==> src/rtl/ch_readout_sequencer_pkg.sv <==
// Shared types for the chip readout sequencer: FSM state encoding and the
// fast-buffer clamp helper.
package ch_readout_sequencer_pkg;

  typedef enum logic [2:0] {
    RDSEQ_IDLE,
    RDSEQ_STOP,
    RDSEQ_SCAN,
    RDSEQ_SELECT,
    RDSEQ_HDR,
    RDSEQ_XFER,
    RDSEQ_DONE
  } rdseq_state_t;

  localparam int unsigned RDSEQ_MAX_BUFS = 4;

  function automatic logic [2:0] clamp_nbuf(input logic [2:0] cnt);
    return (cnt > 3'(RDSEQ_MAX_BUFS)) ? 3'(RDSEQ_MAX_BUFS) : cnt;
  endfunction

endpackage

==> src/rtl/ch_readout_sequencer.sv <==
// Chip-level readout scheduler: stops all channels, snapshots trigger counts and
// walks channels in order through the shared serializer. Option: PSEC_RDSEQ_HEADER_EN.
module ch_readout_sequencer
  import ch_readout_sequencer_pkg::*;
#(
  parameter int unsigned N_CH          = 8,
  parameter int unsigned WORDS_PER_BUF = 64,
  parameter int unsigned SETTLE_CYC    = 4,
  parameter int unsigned MAX_BUFS      = RDSEQ_MAX_BUFS
) (
  input  logic                      CLK,
  input  logic                      RSTB,
  input  logic                      readout_req,
  input  logic                      abort,
  input  logic [3*N_CH-1:0]         trigger_cnt_i,
  output logic                      inst_stop,
  output logic [N_CH-1:0]           inst_readout,
  output logic [1:0]                buf_sel,
  output logic [$clog2(N_CH)-1:0]   ch_idx,
  output logic                      word_req,
  input  logic                      word_ack,
  output logic                      busy,
`ifdef PSEC_RDSEQ_HEADER_EN
  output logic                      hdr_valid,
  output logic [$clog2(N_CH)+2:0]   hdr_data,
  input  logic                      hdr_ready,
`endif
  output logic                      done
);

  localparam int unsigned CW = $clog2(N_CH);
  localparam int unsigned WW = $clog2(WORDS_PER_BUF + 1);
  localparam int unsigned SW = $clog2(SETTLE_CYC + 1);

  localparam logic [CW-1:0] LAST_CH     = CW'(N_CH - 1);
  localparam logic [WW-1:0] WORDS       = WW'(WORDS_PER_BUF);
  localparam logic [WW-1:0] LAST_WORD   = WW'(WORDS_PER_BUF - 1);
  localparam logic [SW-1:0] SETTLE_LAST = SW'(SETTLE_CYC - 1);
  localparam logic [2:0]    MAX_NBUF    = 3'(MAX_BUFS);

  rdseq_state_t        state, state_d;
  logic [SW-1:0]       settle_q, settle_d;
  logic [CW-1:0]       ch_q, ch_d;
  logic [1:0]          buf_q, buf_d;
  logic [2:0]          nbuf_q, nbuf_d;
  logic [WW-1:0]       wcnt_q, wcnt_d;
  logic [3*N_CH-1:0]   snap_q, snap_d;

  logic [2:0] cur_cnt, pkg_nbuf, cur_nbuf;

  assign cur_cnt  = snap_q[3*int'(ch_q) +: 3];
  assign pkg_nbuf = clamp_nbuf(cur_cnt);
  assign cur_nbuf = (pkg_nbuf > MAX_NBUF) ? MAX_NBUF : pkg_nbuf;

  assign ch_idx  = ch_q;
  assign buf_sel = buf_q;

  always_ff @(posedge CLK or negedge RSTB) begin
    if (!RSTB) begin
      state    <= RDSEQ_IDLE;
      settle_q <= '0;
      ch_q     <= '0;
      buf_q    <= '0;
      nbuf_q   <= '0;
      wcnt_q   <= '0;
      snap_q   <= '0;
    end else begin
      state    <= state_d;
      settle_q <= settle_d;
      ch_q     <= ch_d;
      buf_q    <= buf_d;
      nbuf_q   <= nbuf_d;
      wcnt_q   <= wcnt_d;
      snap_q   <= snap_d;
    end
  end

  always_comb begin
    state_d      = state;
    settle_d     = settle_q;
    ch_d         = ch_q;
    buf_d        = buf_q;
    nbuf_d       = nbuf_q;
    wcnt_d       = wcnt_q;
    snap_d       = snap_q;
    inst_stop    = 1'b0;
    inst_readout = '0;
    word_req     = 1'b0;
    busy         = (state != RDSEQ_IDLE);
    done         = 1'b0;
`ifdef PSEC_RDSEQ_HEADER_EN
    hdr_valid    = 1'b0;
    hdr_data     = '0;
`endif

    case (state)
      RDSEQ_IDLE: begin
        if (readout_req && !abort) begin
          state_d  = RDSEQ_STOP;
          settle_d = '0;
        end
      end

      RDSEQ_STOP: begin
        inst_stop = 1'b1;
        if (settle_q == SETTLE_LAST) begin
          snap_d   = trigger_cnt_i;
          settle_d = '0;
          ch_d     = '0;
          state_d  = RDSEQ_SCAN;
        end else begin
          settle_d = settle_q + 1'b1;
        end
      end

      RDSEQ_SCAN: begin
        if (cur_cnt == 3'd0) begin
          if (ch_q == LAST_CH) state_d = RDSEQ_DONE;
          else                 ch_d    = ch_q + 1'b1;
        end else begin
          nbuf_d   = cur_nbuf;
          buf_d    = '0;
          wcnt_d   = '0;
          settle_d = '0;
          state_d  = RDSEQ_SELECT;
        end
      end

      RDSEQ_SELECT: begin
        inst_readout[ch_q] = 1'b1;
        if (settle_q == SETTLE_LAST) begin
          settle_d = '0;
`ifdef PSEC_RDSEQ_HEADER_EN
          state_d  = RDSEQ_HDR;
`else
          state_d  = RDSEQ_XFER;
`endif
        end else begin
          settle_d = settle_q + 1'b1;
        end
      end

`ifdef PSEC_RDSEQ_HEADER_EN
      RDSEQ_HDR: begin
        inst_readout[ch_q] = 1'b1;
        hdr_valid          = 1'b1;
        hdr_data           = {ch_q, cur_cnt};
        if (hdr_ready) state_d = RDSEQ_XFER;
      end
`endif

      RDSEQ_XFER: begin
        inst_readout[ch_q] = 1'b1;
        // wcnt_q == WORDS marks the single idle cycle between buffers of a channel
        if (wcnt_q == WORDS) begin
          wcnt_d = '0;
        end else begin
          word_req = 1'b1;
          if (word_ack) begin
            if (wcnt_q == LAST_WORD) begin
              if (({1'b0, buf_q} + 3'd1) < nbuf_q) begin
                buf_d  = buf_q + 1'b1;
                wcnt_d = WORDS;
              end else begin
                buf_d  = '0;
                wcnt_d = '0;
                if (ch_q == LAST_CH) begin
                  state_d = RDSEQ_DONE;
                end else begin
                  ch_d    = ch_q + 1'b1;
                  state_d = RDSEQ_SCAN;
                end
              end
            end else begin
              wcnt_d = wcnt_q + 1'b1;
            end
          end
        end
      end

      RDSEQ_DONE: begin
        done     = 1'b1;
        ch_d     = '0;
        buf_d    = '0;
        nbuf_d   = '0;
        wcnt_d   = '0;
        settle_d = '0;
        state_d  = RDSEQ_IDLE;
      end

      default: state_d = RDSEQ_IDLE;
    endcase

    if (abort && state != RDSEQ_IDLE) begin
      state_d  = RDSEQ_IDLE;
      settle_d = '0;
      ch_d     = '0;
      buf_d    = '0;
      nbuf_d   = '0;
      wcnt_d   = '0;
      snap_d   = '0;
    end
  end

endmodule

==> config.mk <==
export PLATFORM = sky130hd
export DESIGN_NAME = ch_readout_sequencer
export DESIGN_NICKNAME = d
export VERILOG_FILES = /design/src/rtl/ch_readout_sequencer_pkg.sv /design/src/rtl/ch_readout_sequencer.sv
export SDC_FILE = /design/constraint.sdc
export NUM_CORES = 1
export LEC_CHECK = 0
export BUFFER_PORTS_ARGS = -buffer_cell sky130_fd_sc_hd__buf_2
export CORE_UTILIZATION = 57
export CTS_BUF_LIST = sky130_fd_sc_hd__clkbuf_8
export DETAILED_ROUTE_END_ITERATION = 10
export PLACE_DENSITY = 0.9
export SLEW_MARGIN = 20
export SYNTH_ARGS = -nofsm -noshare
export SYNTH_HDL_FRONTEND = slang
export SYNTH_SLANG_ARGS = --single-unit
==> constraint.sdc <==
create_clock -name CLK -period 6.7 [get_ports CLK]
set_input_delay 0.335 -clock CLK [delete_from_list [all_inputs] [get_ports CLK]]
set_output_delay 0.335 -clock CLK [all_outputs]
set_load 0.02 [all_outputs]
==> results of run 1 <==
==> power by group through the flow <==
stage | Sequential (mW) | Combinational (mW) | Clock [mW]
2_1_floorplan | 0.344 | 0.269 | 0
3_5_place_dp | 0.374 | 0.323 | 0
3_3_place_gp | 0.372 | 0.311 | 0
6_report | 0.370 | 0.328 | 0.210
4_1_cts | 0.369 | 0.325 | 0.215
5_1_grt | 0.377 | 0.365 | 0.226
==> routing by layer <==
layer	track usage [%]	vias up
met2	44.12	79
met4	13.33	0
met1	32.92	1131
li1	-	1133
met5	0	-
met3	4.329	17
==> critical path: stages (launching register included) <==
cell and delay (ns):
dfrtp_1 0.65, mux4_1 0.62, mux2_2 0.28, or2_1 0.26, o31ai_1 0.36, a21boi_0 0.18, a31o_2 0.25
==> synthesized netlist by cell type (all sizes together) (4+ instances only) <==
library cell	instances
a31oi	4
nor2	18
ha	8
o21ai	16
mux4	4
or3	4
clkbuf	15
mux2	6
nor3	7
a21oi	40
nor2b	7
dfrtp	45
nand2	66
inv	11
and2	5
==> path summary, 6_finish.rpt <==
| kind | cells past startpoint | end | start | slack [ns] |
|---|---|---|---|---|
| hold / removal | 1 | wcnt_q[5]$_DFFE_PN0P_ | RSTB | 0.01 |
| hold reg to reg | 2 | snap_q[13]$_DFFE_PN0P_ | snap_q[13]$_DFFE_PN0P_ | 0.52 |
| max in group asynchronous | 2 | snap_q[10]$_DFFE_PN0P_ | RSTB | 6.18 |
| setup / recovery | 6 | ch_idx[1]$_DFFE_PN0P_ | ch_idx[0]$_DFFE_PN0P_ | 3.98 |
| setup reg to reg | 6 | ch_idx[1]$_DFFE_PN0P_ | ch_idx[0]$_DFFE_PN0P_ | 3.98 |
| min in group CLK | 3 | snap_q[20]$_DFFE_PN0P_ | trigger_cnt_i[20] | 0.26 |
==> cells in the final DEF (no fill, tap or decap), types with 2 or more instances in the layout <==
cell type / netlist / final
a21boi_0: 2 / 2
a21oi_1: 39 / 39
a22o_1: 3 / 3
a31o_2: 3 / 3
a31oi_1: 3 / 3
a41oi_1: 2 / 2
and2_1: 5 / 5
and3_1: 3 / 3
buf_2: 0 / 45
clkbuf_8: 0 / 6
dfrtp_1: 45 / 45
ha_1: 8 / 8
inv_1: 11 / 12
mux2_2: 6 / 6
mux4_1: 4 / 4
nand2_1: 66 / 66
nand2b_1: 3 / 3
nand3_1: 2 / 2
nand3b_1: 2 / 2
nand4_1: 2 / 2
nor2_1: 18 / 18
nor2b_1: 7 / 7
nor3_1: 7 / 6
nor3b_1: 2 / 2
nor4_1: 3 / 3
o211ai_1: 2 / 2
o21ai_0: 15 / 15
or3_1: 3 / 3
==> state kept, by name (all words and copies together) (netlist names) <==
register	cells
settle_q	3
state	3
buf_sel	2
nbuf_q	3
wcnt_q	7
snap_q	24
ch_idx	3
==> per-stage QoR <==
step           instances  setup slack (ns)  total power [mW]  hold slack (ns)  instance area (um2)
4_1_cts              391             4.009            0.9083           0.2203                 2979
6_report             392             3.985            0.9086         0.009906                 3007
5_1_grt              392             3.823            0.9677          0.03990                 3007
3_3_place_gp         383             4.118            0.6829           0.4890                 2863
2_1_floorplan        302             4.140            0.6124          0.03941                 2631
3_5_place_dp         383             4.032            0.6973           0.5112                 2863
==> cells by family (layout without fill, tap and decap cells) <==
logic type                 count (synthesis)  in the layout
and+or+nand+nor                          128            128
AOI/OAI and AO/OA                         82             82
DFF                                       45             45
buffers and inverters                     28             66
muxes                                     11             11
adders and majority gates                  8              8
==> cell type report <==
class,count,area [um2]
clock buffers,6,82.58
clock inverters,2,33.78
fillers,361,1378
inverters,11,41.29
multi-input cells,229,1398
flip-flops and latches,45,1126
well taps,52,65.06
repair buffers,47,260.3
==> results.md, run 1 <==
- Status: complete, no violations
- Switching power: between 0.3 and 0.4 mW
- Max-Cap Viols: 0
- Die width: between 60 and 70 um
- Setup crit end kind: register
- Maximum VDD drop: 0.1430 mV
- Routed WL: approximately 6000 um
- Die height: 69.95 um
- Sequential power share: 40.8%
- First-pass GRT wire length: just over 10,000 um
- Total GRT Usage: a little over a quarter
- Switching fraction of total power: about two fifths
- First-pass DRT Iterations: 4
- RSZ-0062 raised after global routing: false
- Netlist cell types: 48
- Synth area leader: dfrtp_1
- Fmax: 368.3 MHz
- DR WL met3: ~230 um
- Met2 routed WL: 3099 um
- Worst-path maximum fanout: 14
- Required time worst endpoint: 6.89 ns
- Slew headroom: 38.65%
- Final Core Density: between 60 and 70%
- Grt total ovfl: 0
- Layout cells sized above 1: 21.18%
- CP startpoint kind: register
- Clock sink total: 45
- Worst min path class: in -> async
- Slew Viols, Final: 0
- Initial Util: 60.02%
- Vias in the first global route: between 2,000 and 2,500
- Largest family of logic cells by synthesized area: simple AND/OR/NAND/NOR gates
- Top sig layer: met4
- Initial antenna violation count: 0
- Mux contribution to synthesized area: between 6 and 7%
- Cell Area, Synth: around 2600 um2
- Share of the synthesized area in the top cell type: approximately 43%
- Main flop type after synthesis: dfrtp_1
- Clk Latency, worst-skew pair: 0.30 ns
- Clock share of power: 23.2%
- Root Driver: clkbuf_8
- Worst-path clk slew: ~0.080 ns
- Yosys warns: 0
- CP arrival: slightly below 3 ns
- Pin count of the biggest net entering global routing: 46
- Sequential-to-total area share from yosys stat: a little over two fifths
- Post-synth EDFFs: 0
- Asr flop ratio synth: 100.0%
- Starting DRC count in detailed routing: 200
- Rows: 24
- DRC errors left: 0
- Pleak: around 1.4 nW
- H-tree Lvls: 2
- Post-Synth XOR/XNOR Area: 0%
- Pint: 0.5616 mW
- Setup bufs post-CTS: 0
- Simple-Gate Fraction of Synth Area: a little under a quarter
- N_diodes: 0
- Core footprint: around 4400 um2
- Worst-case clock buffer depth: 2
- Count of state elements after synthesis: between 40 and 50
- RePlAce Congestion: slightly above 0.9
- Setup violations, final: 0
- Synth Area in Compound Gates: about a fifth
- Synth Area in Adders: 3.804%
- TritonCTS clock tree: built
- WL/cell: about 15 um
- M1 WL: about 2500 um
- # resized after CTS: 0
- Die ar.: roughly 4900 um2
- Synthesis-to-layout area growth: 14.27%
- Cts hold-fix bufs: 0
- Post-Syn Instances: 302
- Hpwl dp: approximately 4400 um
- Vias per cell: 6.020
- Syn Nets: between 300 and 400
- Largest cells by area after synthesis: dfrtp_1 (43%), nand2_1 (9.4%), a21oi_1 (7.4%)
- Nets: between 300 and 400
- IO buf count: 45
- Syn Area/Cell: between 8 and 9 um2
- Vias: around 2,400
- Num CTS Buffers: 5
- Fin crit share: between 40% and 50%
- Total power density per cell area: between 300 and 400 nW/um2
- Slew @ Worst Pin: between 0.9 and 1 ns
- Sum of negative setup slack: 0 ns
- Clock skew: ~0.0063 ns
- Fin. Hold Viols: 0
- Combinational Power Share: between 30 and 40%
- I/O Pins: between 40 and 50
- Minimum clock period: about 2.7 ns
- Final ANT Viol Nets: 0
- Critical path class: reg -> reg
Note: power is estimated with default switching activity, not from simulation.
==> inputs of run 2 (changes only) <==
- ABC_AREA: not set -> 1
- CORE_UTILIZATION: 57 -> 53
- PLACE_DENSITY: 0.9 -> 0.88
- clock period: 6.7 -> 2.38 ns (I/O delays scaled with it)
==> results.md, run 2 <==
- Grt total ovfl: 0
- Final ANT Viol Nets: 0
- Synthesis-to-layout area growth: 13.49%
- Required time worst endpoint: ~2.6 ns
- First-pass DRT Iterations: 4
- Slew Viols, Final: 0
- Total GRT Usage: 26.05%
- Share of the synthesized area in the top cell type: 40.60%
- Count of state elements after synthesis: 45
- Multi-input logic area: around 1300 um2
- Syn Area/Cell: between 7 and 8 um2
- Worst-path maximum fanout: 5
- Netlist cell types: 30
- Layout cells sized above 1: around a fifth
- Yosys warns: 0
- I/O Pins: 46
- Switching power: 1.244 mW
- Syn Nets: around 420
- Hpwl dp: ~4700 um
- TritonCTS clock tree: built
- Starting DRC count in detailed routing: around 140
- H-tree Lvls: 2
- Vias per cell: approximately 5.3
- Pin count of the biggest net entering global routing: 46
- Slew headroom: between 50% and 60%
- Die width: 74.35 um
- Die ar.: about 5500 um2
- Core footprint: roughly 4900 um2
- WL/cell: roughly 13 um
- CP arrival: 2.28 ns
- Most frequent cells after synthesis: nand2_1 (96), nand3_1 (58), inv_1 (57)
- Vias in the first global route: 2,582
- Worst-case clock buffer depth: 2
- IO buf count: 45
- Worst-path clk slew: roughly 0.10 ns
- Initial antenna violation count: 0
- Total power density per cell area: approximately 900 nW/um2
- Minimum clock period: a little over 2 ns
- CP startpoint kind: register
- Num CTS Buffers: 5
- Nets: about 470
- Maximum VDD drop: between 0.4 and 0.5 mV
- Max reg flops: 24
- Synth area leader: dfrtp_1
- Clock sink total: 45
- Most common cell in the synthesized netlist: nand2_1
- Fillers: 436
- Clock skew: 0.01311 ns
- Vias: 2,624
- RePlAce Congestion: roughly 0.9
- RSZ-0062 raised after global routing: false
- Die height: between 70 and 80 um
- Inst Count DP: about 500
- Post-synth EDFFs: 0
- Min Hold Slack: 0.03049 ns
- Critical path class: reg -> reg
- Setup violations, final: 0
- Most frequent cells in the layout: nand2_1 (96), nand3_1 (58), inv_1 (57), dfrtp_1 (45), buf_2 (44)
- Post-route cell area: about 3100 um2
- # resized after CTS: 0
- Root Driver: clkbuf_8
- Routed WL: between 6000 and 7000 um
- Initial Util: about 57%
- Placement-stage cell area: ~3000 um2
- First-pass GRT wire length: between 10,000 and 15,000 um
- Cts hold-fix bufs: 0
- Fin. Hold Viols: 0
- Max-Cap Viols: 0
- Rows: 25
- N_diodes: 0
- Pint: ~1.6 mW
- Clk Latency, worst-skew pair: around 0.31 ns
- Main flop type after synthesis: dfrtp_1
- Non-filler cells, final: ~500
- Commonest non-fill, non-tap cell in the layout: nand2_1
- Largest cells by area after synthesis: dfrtp_1 (41%), nand2_1 (13%), nand3_1 (10%)
- Fmax: slightly below 500 MHz
- Worst min path class: in -> reg
- Setup bufs post-CTS: 0
- Switching fraction of total power: between 40% and 50%
- Storage cell area: 1126 um2
- Asr flop ratio synth: 100.0%
- DRC errors left: 0
- Clock share of power: between 20% and 30%
- WHS Path Cells: 3
- Combinational Power Share: between 40 and 50%
- Slew @ Worst Pin: between 0.6 and 0.7 ns
- Pleak: 1.697 nW
- Sequential power share: between 30% and 40%
- Reg with most FFs: snap_q
- Fin crit share: ~85%
- Reg2Reg Depth: 12
- Sequential-to-total area share from yosys stat: approximately two fifths
- Setup crit end kind: register
- Cell Area, Synth: 2774 um2
- Status: complete, no violations
- Post-Syn Instances: ~380
- Sum of negative setup slack: 0 ns
- Biggest regs: snap_q (24), wcnt_q (7)
-- run 2: path summary, 6_finish.rpt --
path | end | slack (ns) | startpoint
min in group asynchronous | snap_q[9]$_DFFE_PN0P_ | 0.33 | RSTB
setup reg to reg | state[0]$_DFFE_PN0P_ | 0.35 | buf_sel[0]$_DFFE_PN0P_
setup / recovery | state[0]$_DFFE_PN0P_ | 0.35 | buf_sel[0]$_DFFE_PN0P_
hold reg to reg | settle_q[1]$_DFFE_PN0P_ | 0.48 | settle_q[1]$_DFFE_PN0P_
hold / removal | snap_q[23]$_DFFE_PN0P_ | 0.03 | trigger_cnt_i[23]
max in group asynchronous | settle_q[1]$_DFFE_PN0P_ | 1.65 | RSTB
-- run 2: layer usage --
metal / wire length (um) / part of all wire (%) / track usage, % / vias up
met5: 0 / 0 / 0 / -
met2: 3040 / 48 / 43.74 / 86
met3: 340 / 5.4 / 5.962 / 17
li1: - / - / - / 1307
met1: 2774 / 44 / 31.77 / 1214
met4: 152 / 2.4 / 12.58 / 0
-- run 2: layout make-up --
class	instances	area share, %
sequential	45	35.77
timing repair buffer	50	8.506
clock buffer	5	2.186
inverter	62	7.552
tap	67	2.663
multi-input combinational	265	41.73
clock inverter	3	1.590
-- run 2: logic make-up (layout without fill, tap and decap cells) --
group / Yosys count / in the layout / synth area share [%]
AND/OR/NAND/NOR: 211 / 211 / 34.60
flip-flops: 45 / 45 / 40.60
adder cells (fa/ha/maj): 8 / 8 / 3.609
XOR/XNOR: 3 / 3 / 0.9474
AO/OA/AOI/OAI: 43 / 43 / 8.210
buffers and inverters: 74 / 120 / 12.04
-- run 2: power by group through the flow --
stage	combinational [mW]	sequential, mW	clock, mW
floorplan	1.07	0.923	0
global placement	1.18	0.954	0
detailed placement	1.22	0.959	0
CTS	1.23	0.946	0.626
global route	1.41	0.959	0.651
finish	1.24	0.947	0.619
-- run 2: critical path: stages (launching register included) --
cell and delay (ns):
dfrtp_1 0.44, ha_1 0.33, ha_1 0.29, nand3_1 0.09, nand3_1 0.14, nand2_1 0.06
inv_1 0.05, nand2_1 0.07, nor2_1 0.14, inv_1 0.05, nor2_1 0.17, nand2_1 0.07
nand2_1 0.06
-- run 2: metrics by stage --
step | setup WS (ns) | power [mW] | util [%]
5_1_grt | 0.1344 | 3.017 | 64.51
4_1_cts | 0.3532 | 2.800 | 64.26
2_1_floorplan | 0.4900 | 1.993 | -
3_3_place_gp | 0.3940 | 2.134 | 61.82
6_report | 0.3459 | 2.802 | 64.51
3_5_place_dp | 0.3838 | 2.179 | 61.82
